### src/rtl/ram_arbiter.sv
// ram_arbiter: merges icache and dcache RAM bursts onto a single RAM port.
// One burst in flight at a time; round-robin between caches, writes first
// when the winning cache asks for both.
//
// state | meaning
// IDLE  | no owner, arbitrate between requesting caches
// AR    | forwarding owner's read address until the RAM accepts it
// R     | forwarding read beats to the owner until rlast
// AW    | forwarding owner's write address until the RAM accepts it
// W     | forwarding RAM write-beat requests to the owner until wlast
module ram_arbiter #(
  parameter int AWIDTH = 32,
  parameter int LWIDTH = 8,
  parameter int DWIDTH = 32
) (
  input  logic              clk,
  input  logic              rst,
  input  logic [AWIDTH-1:0] i_ram_awaddr,
  input  logic [LWIDTH-1:0] i_ram_awlen,
  input  logic              i_ram_awvalid,
  output logic              i_ram_awready,
  input  logic [DWIDTH-1:0] i_ram_wdata,
  output logic              i_ram_wvalid,
  input  logic              i_ram_wready,
  output logic              i_ram_wlast,
  input  logic [AWIDTH-1:0] i_ram_araddr,
  input  logic [LWIDTH-1:0] i_ram_arlen,
  input  logic              i_ram_arvalid,
  output logic              i_ram_arready,
  output logic [DWIDTH-1:0] i_ram_rdata,
  output logic              i_ram_rvalid,
  input  logic              i_ram_rready,
  output logic              i_ram_rlast,
  input  logic [AWIDTH-1:0] d_ram_awaddr,
  input  logic [LWIDTH-1:0] d_ram_awlen,
  input  logic              d_ram_awvalid,
  output logic              d_ram_awready,
  input  logic [DWIDTH-1:0] d_ram_wdata,
  output logic              d_ram_wvalid,
  input  logic              d_ram_wready,
  output logic              d_ram_wlast,
  input  logic [AWIDTH-1:0] d_ram_araddr,
  input  logic [LWIDTH-1:0] d_ram_arlen,
  input  logic              d_ram_arvalid,
  output logic              d_ram_arready,
  output logic [DWIDTH-1:0] d_ram_rdata,
  output logic              d_ram_rvalid,
  input  logic              d_ram_rready,
  output logic              d_ram_rlast,
  output logic [AWIDTH-1:0] mem_awaddr,
  output logic [LWIDTH-1:0] mem_awlen,
  output logic              mem_awvalid,
  input  logic              mem_awready,
  output logic [DWIDTH-1:0] mem_wdata,
  input  logic              mem_wvalid,
  output logic              mem_wready,
  input  logic              mem_wlast,
  output logic [AWIDTH-1:0] mem_araddr,
  output logic [LWIDTH-1:0] mem_arlen,
  output logic              mem_arvalid,
  input  logic              mem_arready,
  input  logic [DWIDTH-1:0] mem_rdata,
  input  logic              mem_rvalid,
  output logic              mem_rready,
  input  logic              mem_rlast,
  output logic [1:0]        grant,
  output logic              proto_err
);

  typedef enum logic [2:0] {S_IDLE, S_AR, S_R, S_AW, S_W} state_t;

  state_t            state_q, state_d;
  logic [1:0]        grant_q, grant_d;
  logic              last_grant_q, last_grant_d;  // 1 = dcache was last owner
  logic [LWIDTH-1:0] len_q, len_d;
  logic [LWIDTH-1:0] beat_cnt_q, beat_cnt_d;
  logic              proto_err_q, proto_err_d;

  logic own_i, own_d, req_i, req_d, pick_d, pick_wr, beat, beat_last;

  assign own_i = grant_q[0];
  assign own_d = grant_q[1];
  assign req_i = i_ram_awvalid | i_ram_arvalid;
  assign req_d = d_ram_awvalid | d_ram_arvalid;

  // Read data is broadcast; only rvalid/rlast are steered to the owner.
  assign i_ram_rdata = mem_rdata;
  assign d_ram_rdata = mem_rdata;
  assign grant       = grant_q;
  assign proto_err   = proto_err_q;

  // Steer the owner's channel onto the RAM port; everything gated by state so
  // reset drops all handshakes immediately.
  always_comb begin
    mem_awaddr    = own_d ? d_ram_awaddr : i_ram_awaddr;
    mem_awlen     = own_d ? d_ram_awlen  : i_ram_awlen;
    mem_awvalid   = (state_q == S_AW) & (own_d ? d_ram_awvalid : i_ram_awvalid);
    i_ram_awready = (state_q == S_AW) & own_i & mem_awready;
    d_ram_awready = (state_q == S_AW) & own_d & mem_awready;

    mem_wdata     = own_d ? d_ram_wdata : i_ram_wdata;
    mem_wready    = (state_q == S_W) & (own_d ? d_ram_wready : i_ram_wready);
    i_ram_wvalid  = (state_q == S_W) & own_i & mem_wvalid;
    d_ram_wvalid  = (state_q == S_W) & own_d & mem_wvalid;
    i_ram_wlast   = (state_q == S_W) & own_i & mem_wlast;
    d_ram_wlast   = (state_q == S_W) & own_d & mem_wlast;

    mem_araddr    = own_d ? d_ram_araddr : i_ram_araddr;
    mem_arlen     = own_d ? d_ram_arlen  : i_ram_arlen;
    mem_arvalid   = (state_q == S_AR) & (own_d ? d_ram_arvalid : i_ram_arvalid);
    i_ram_arready = (state_q == S_AR) & own_i & mem_arready;
    d_ram_arready = (state_q == S_AR) & own_d & mem_arready;

    mem_rready    = (state_q == S_R) & (own_d ? d_ram_rready : i_ram_rready);
    i_ram_rvalid  = (state_q == S_R) & own_i & mem_rvalid;
    d_ram_rvalid  = (state_q == S_R) & own_d & mem_rvalid;
    i_ram_rlast   = (state_q == S_R) & own_i & mem_rlast;
    d_ram_rlast   = (state_q == S_R) & own_d & mem_rlast;
  end

  assign beat      = ((state_q == S_R) & mem_rvalid & mem_rready) |
                     ((state_q == S_W) & mem_wvalid & mem_wready);
  assign beat_last = (state_q == S_R) ? mem_rlast : mem_wlast;
  // On a tie the cache that did not own the port last time wins.
  assign pick_d    = req_d & (~req_i | ~last_grant_q);
  assign pick_wr   = pick_d ? d_ram_awvalid : i_ram_awvalid;

  // Next-state, ownership and beat-count bookkeeping.
  always_comb begin
    state_d      = state_q;
    grant_d      = grant_q;
    last_grant_d = last_grant_q;
    len_d        = len_q;
    beat_cnt_d   = beat_cnt_q;
    proto_err_d  = proto_err_q;
    case (state_q)
      S_IDLE: begin
        if (req_i | req_d) begin
          grant_d      = pick_d ? 2'b10 : 2'b01;
          last_grant_d = pick_d;
          if (pick_d) len_d = d_ram_awvalid ? d_ram_awlen : d_ram_arlen;
          else        len_d = i_ram_awvalid ? i_ram_awlen : i_ram_arlen;
          state_d      = pick_wr ? S_AW : S_AR;
        end
      end
      S_AR: begin
        if (mem_arvalid & mem_arready) begin
          state_d    = S_R;
          beat_cnt_d = '0;
        end
      end
      S_AW: begin
        if (mem_awvalid & mem_awready) begin
          state_d    = S_W;
          beat_cnt_d = '0;
        end
      end
      S_R, S_W: begin
        if (beat) begin
          if (beat_last) begin
            if (beat_cnt_q != len_q) proto_err_d = 1'b1;
            state_d = S_IDLE;
            grant_d = 2'b00;
          end else begin
            if (beat_cnt_q == len_q) proto_err_d = 1'b1;
            // Saturate so an overlong burst cannot wrap back to a matching count.
            if (beat_cnt_q != '1) beat_cnt_d = beat_cnt_q + LWIDTH'(1);
          end
        end
      end
      default: state_d = S_IDLE;
    endcase
  end

  // State registers with asynchronous active-low reset.
  always_ff @(posedge clk or negedge rst) begin
    if (!rst) begin
      state_q      <= S_IDLE;
      grant_q      <= 2'b00;
      last_grant_q <= 1'b0;
      len_q        <= '0;
      beat_cnt_q   <= '0;
      proto_err_q  <= 1'b0;
    end else begin
      state_q      <= state_d;
      grant_q      <= grant_d;
      last_grant_q <= last_grant_d;
      len_q        <= len_d;
      beat_cnt_q   <= beat_cnt_d;
      proto_err_q  <= proto_err_d;
    end
  end

endmodule
### config.mk
export PLATFORM = sky130hd
export DESIGN_NAME = ram_arbiter
export DESIGN_NICKNAME = d
export VERILOG_FILES = /design/src/rtl/ram_arbiter.sv
export SDC_FILE = /design/constraint.sdc
export NUM_CORES = 1
export LEC_CHECK = 0
export CAP_MARGIN = 10
export CELL_PAD_IN_SITES_DETAIL_PLACEMENT = 0
export CELL_PAD_IN_SITES_GLOBAL_PLACEMENT = 1
export CORE_AREA = 2 2 182 184
export CTS_CLUSTER_DIAMETER = 200
export DETAILED_ROUTE_END_ITERATION = 8
export DIE_AREA = 0 0 184 186
export PLACE_DENSITY_LB_ADDON = 0.1
export SYNTH_ARGS = -nofsm -noshare
export SYNTH_HDL_FRONTEND = slang
export SYNTH_SLANG_ARGS = --single-unit
### constraint.sdc
create_clock -name clk -period 2.59 [get_ports clk]
set_input_delay 0.518 -clock clk [delete_from_list [all_inputs] [get_ports clk]]
set_output_delay 0.518 -clock clk [all_outputs]
set_load 0.02 [all_outputs]
==> results.yml, run 1 <==
run:
  cap_violations: 0
detailed_routing:
  wire_per_inst_um: 22.0
  vias: 4142
  drt_wl_total_um: 24800
  drt_iter0_drc: 99
  viasPerCell: 3.68
  drcViolationCount: 0
  drtPass1Iterations: 4
  ant_nets: 0
timing:
  max-slew-margin-rel: 0.692
  min_period_ps: 2540
  fmax_ghz: 0.394
  worstMarginPinSlew_ps: 458
  setup_viol: 0
  hold_viol_final: 0
  fin_worst_skew_ps: 4.40
  post-route-period-util: 0.981
  setup_slack_ps: 50.2
  fin_setup_tns_ps: 0
  slew_violations: 0
yosys:
  syn-num-nets: 668
  synth.area.mux_share: 0.422
  synth_edf_count: 0
  ys_warn_count: 0
  synth-xor-area-share: 0.0244
  synth_seq_cells: 23
  synth-compound-area-share: 0.0881
  synthArstFlopShare: 1.00
  avgSynthCellArea_um2: 9.10
  synth_area_mm2: 0.00359
  synth_top_family_by_area: "multiplexers"
  synth.distinct_cells: 57
  synth_top_flop_cell: "dfrtp_1"
  synth_simple_gate_area_frac: 0.130
  yosysSeqAreaShare: 0.160
  syn_inst: 395
  synth_fa_ha_area_frac: 0.00348
cells_and_area:
  nNetsFinal: 991
  synthToLayoutAreaGrowth_pct: 112
  drive_gt1_frac: 0.265
clock_tree:
  cts_max_path_buffers: 2
  clock-sinks: 23
  cts_root_buffer: "clkbuf_16"
  clk_pin_slew_ps: 70
  cts_tree: "built"
  htree_levels: 1
  ctsHoldBuffers: 0
  clk_latency_ps: 260
  cts_made_buffers: 3
critical_path:
  cp-end-kind: "output pin"
  cp_slowest_stage_delay_ps: 640
  worst_ep_arrival_time_ps: 2020
  crit_top_cell: "buf_4"
  cp.required_ps: 2070
  worstSetupPathType: "reg -> out"
  cp-start-kind: "flop"
  crit_chain: "buf_4 -> buf_4 -> mux2_2 -> clkdlybuf4s50_1"
  critPathSlowestCell: "clkdlybuf4s50_1"
  cp_top_family: "buffers and inverters"
  crit_buf_inv: 3
  crit_path_max_fanout: 11
place:
  io_buffers: 370
  gp_congestion: 0.861
  pre_cts_slack_ps: 72.7
  dpl.hpwl_um: 22100
pwr:
  powerDensity_mw_per_mm2: 783
  p_leak_nw: 3.11
  vdd_drop_max_mv: 0.286
grt:
  antenna_found_initial: 7
  grt_pass1_vias: 4439
  overflow: 0
  grt_max_degree: 47
  grt_first_pass_wirelength_um: 32600
  grt_use_total: 0.134
floorplanning:
  die_width_um: 184
  start_util: 0.112
  fp.dieArea_mm2: 0.0342
  boundaryPins: 467
  coreArea_mm2: 0.0322
  rows: 66
  fp.dieH_um: 186
status:
  status: "finished, final reports clean"
worst_hold_path:
  hp-class: "reg -> reg"
-- cells in the final DEF (no fill, tap or decap), types with 4 or more instances in the layout --
cell / instances
a21oi_1: 9
mux2_2: 123
inv_1: 5
and3_2: 4
nand4_1: 7
mux2i_1: 13
o21ai_1: 13
xnor2_1: 9
dlymetal6s2s_1: 22
nand2_1: 20
dfrtp_1: 21
nor3_1: 4
nand3_1: 7
and3_1: 5
clkdlybuf4s50_1: 308
dlygate4sd2_1: 32
o21ai_0: 10
buf_4: 38
nor2_1: 12
-- synth_stat cells (2+ instances only) --
cell / instances / area [um2]
mux2_2: 123 / 1390
a21o_1: 2 / 15.0
nor4_1: 2 / 12.5
and3_2: 4 / 30.0
inv_1: 5 / 18.8
clkbuf_1: 4 / 15.0
xnor2_1: 9 / 78.8
a21oi_1: 9 / 45.0
buf_2: 16 / 80.1
nand2b_1: 3 / 18.8
nor3_1: 4 / 20.0
o21ai_0: 10 / 50.1
dfrtp_1: 23 / 576
o21ai_1: 13 / 65.1
buf_4: 64 / 480
a22o_1: 2 / 17.5
nand4_1: 7 / 43.8
nor2_1: 12 / 45.0
and2_1: 3 / 18.8
and3_1: 5 / 31.3
nand3_1: 7 / 35.0
nand2_1: 20 / 75.1
mux2i_1: 13 / 130
nor3b_2: 2 / 25.0
-- final timing paths --
| check | start | endpoint | slack [ps] | cells past startpoint |
|---|---|---|---|---|
| min in group asynchronous | rst | beat_cnt_q[2] | 630 | 2 |
| hold reg to reg | proto_err | proto_err | 460 | 1 |
| hold / removal | proto_err | proto_err | 460 | 1 |
| max in group asynchronous | rst | grant[1] | 1670 | 2 |
| setup / recovery | grant[1] | mem_awaddr[16] | 50 | 4 |
| setup reg to reg | grant[1] | beat_cnt_q[0] | 540 | 7 |
-- per-layer routing --
metal,routed length (um),up-vias,global-route usage,part of all wire
li1,-,2006,-,-
met1,9180,1894,0.151,0.37
met2,13200,214,0.248,0.54
met3,1910,22,0.0430,0.077
met4,363,6,0.0256,0.015
met5,40,-,0,0.0016
-- registers in the layout (all words and copies together), names as in the netlist --
name          count
len_q             8
state_q           3
grant             2
proto_err         1
last_grant_q      1
beat_cnt_q        8
-- per-stage QoR --
stage	power, mW	instances	util	hold slack (ps)	instance area, um2
6_report	5.97	1127	0.236	462	7610
2_1_floorplan	3.39	395	-	222	3590
3_5_place_dp	5.74	1115	0.231	456	7440
5_1_grt	6.36	1126	0.236	498	7610
4_1_cts	6.06	1120	0.233	473	7510
3_3_place_gp	5.76	1115	0.231	464	7440
-- cell families (layout without fill, tap and decap cells) --
family,after synthesis,in the layout
AO/OA/AOI/OAI,50,50
XOR/XNOR,10,10
adder cells (fa/ha/maj),1,1
buffers and inverters,93,415
flip-flops,23,23
multiplexers,136,136
other,0,2
AND/OR/NAND/NOR,82,82
-- repair_timing --
| item | CTS | global route |
|---|---|---|
| pin swaps | 0 | 0 |
| cloned | 0 | 0 |
| setup buffers | 1 | 5 |
| resized for setup | 35 | 23 |
| endpoints found under the setup margin | 84 | 54 |
-- power by group --
group | total [mW] | internal (mW) | switching, mW
sequential | 0.669 | 0.495 | 0.174
combinational | 4.95 | 2.50 | 2.45
clock | 0.351 | 0.210 | 0.141
-- final cells by class --
type,count,area [um2]
Clock inverter,1,7.51
Clock buffer,3,75.1
Tap cell,408,510
Sequential cell,23,581
Timing Repair Buffer,405,4010
Inverter,6,22.5
Fill cell,3525,24600
Antenna cell,2,5.00
Multi-Input combinational cell,279,2410
(Power assumes the default switching activity.)
==> run 2, diff against run 1 <==
- CAP_MARGIN: 10 -> 20
- SLEW_MARGIN: unset -> 25
==> results of run 2 <==
Final layout, timing and power as in run 1 (identical DEF).
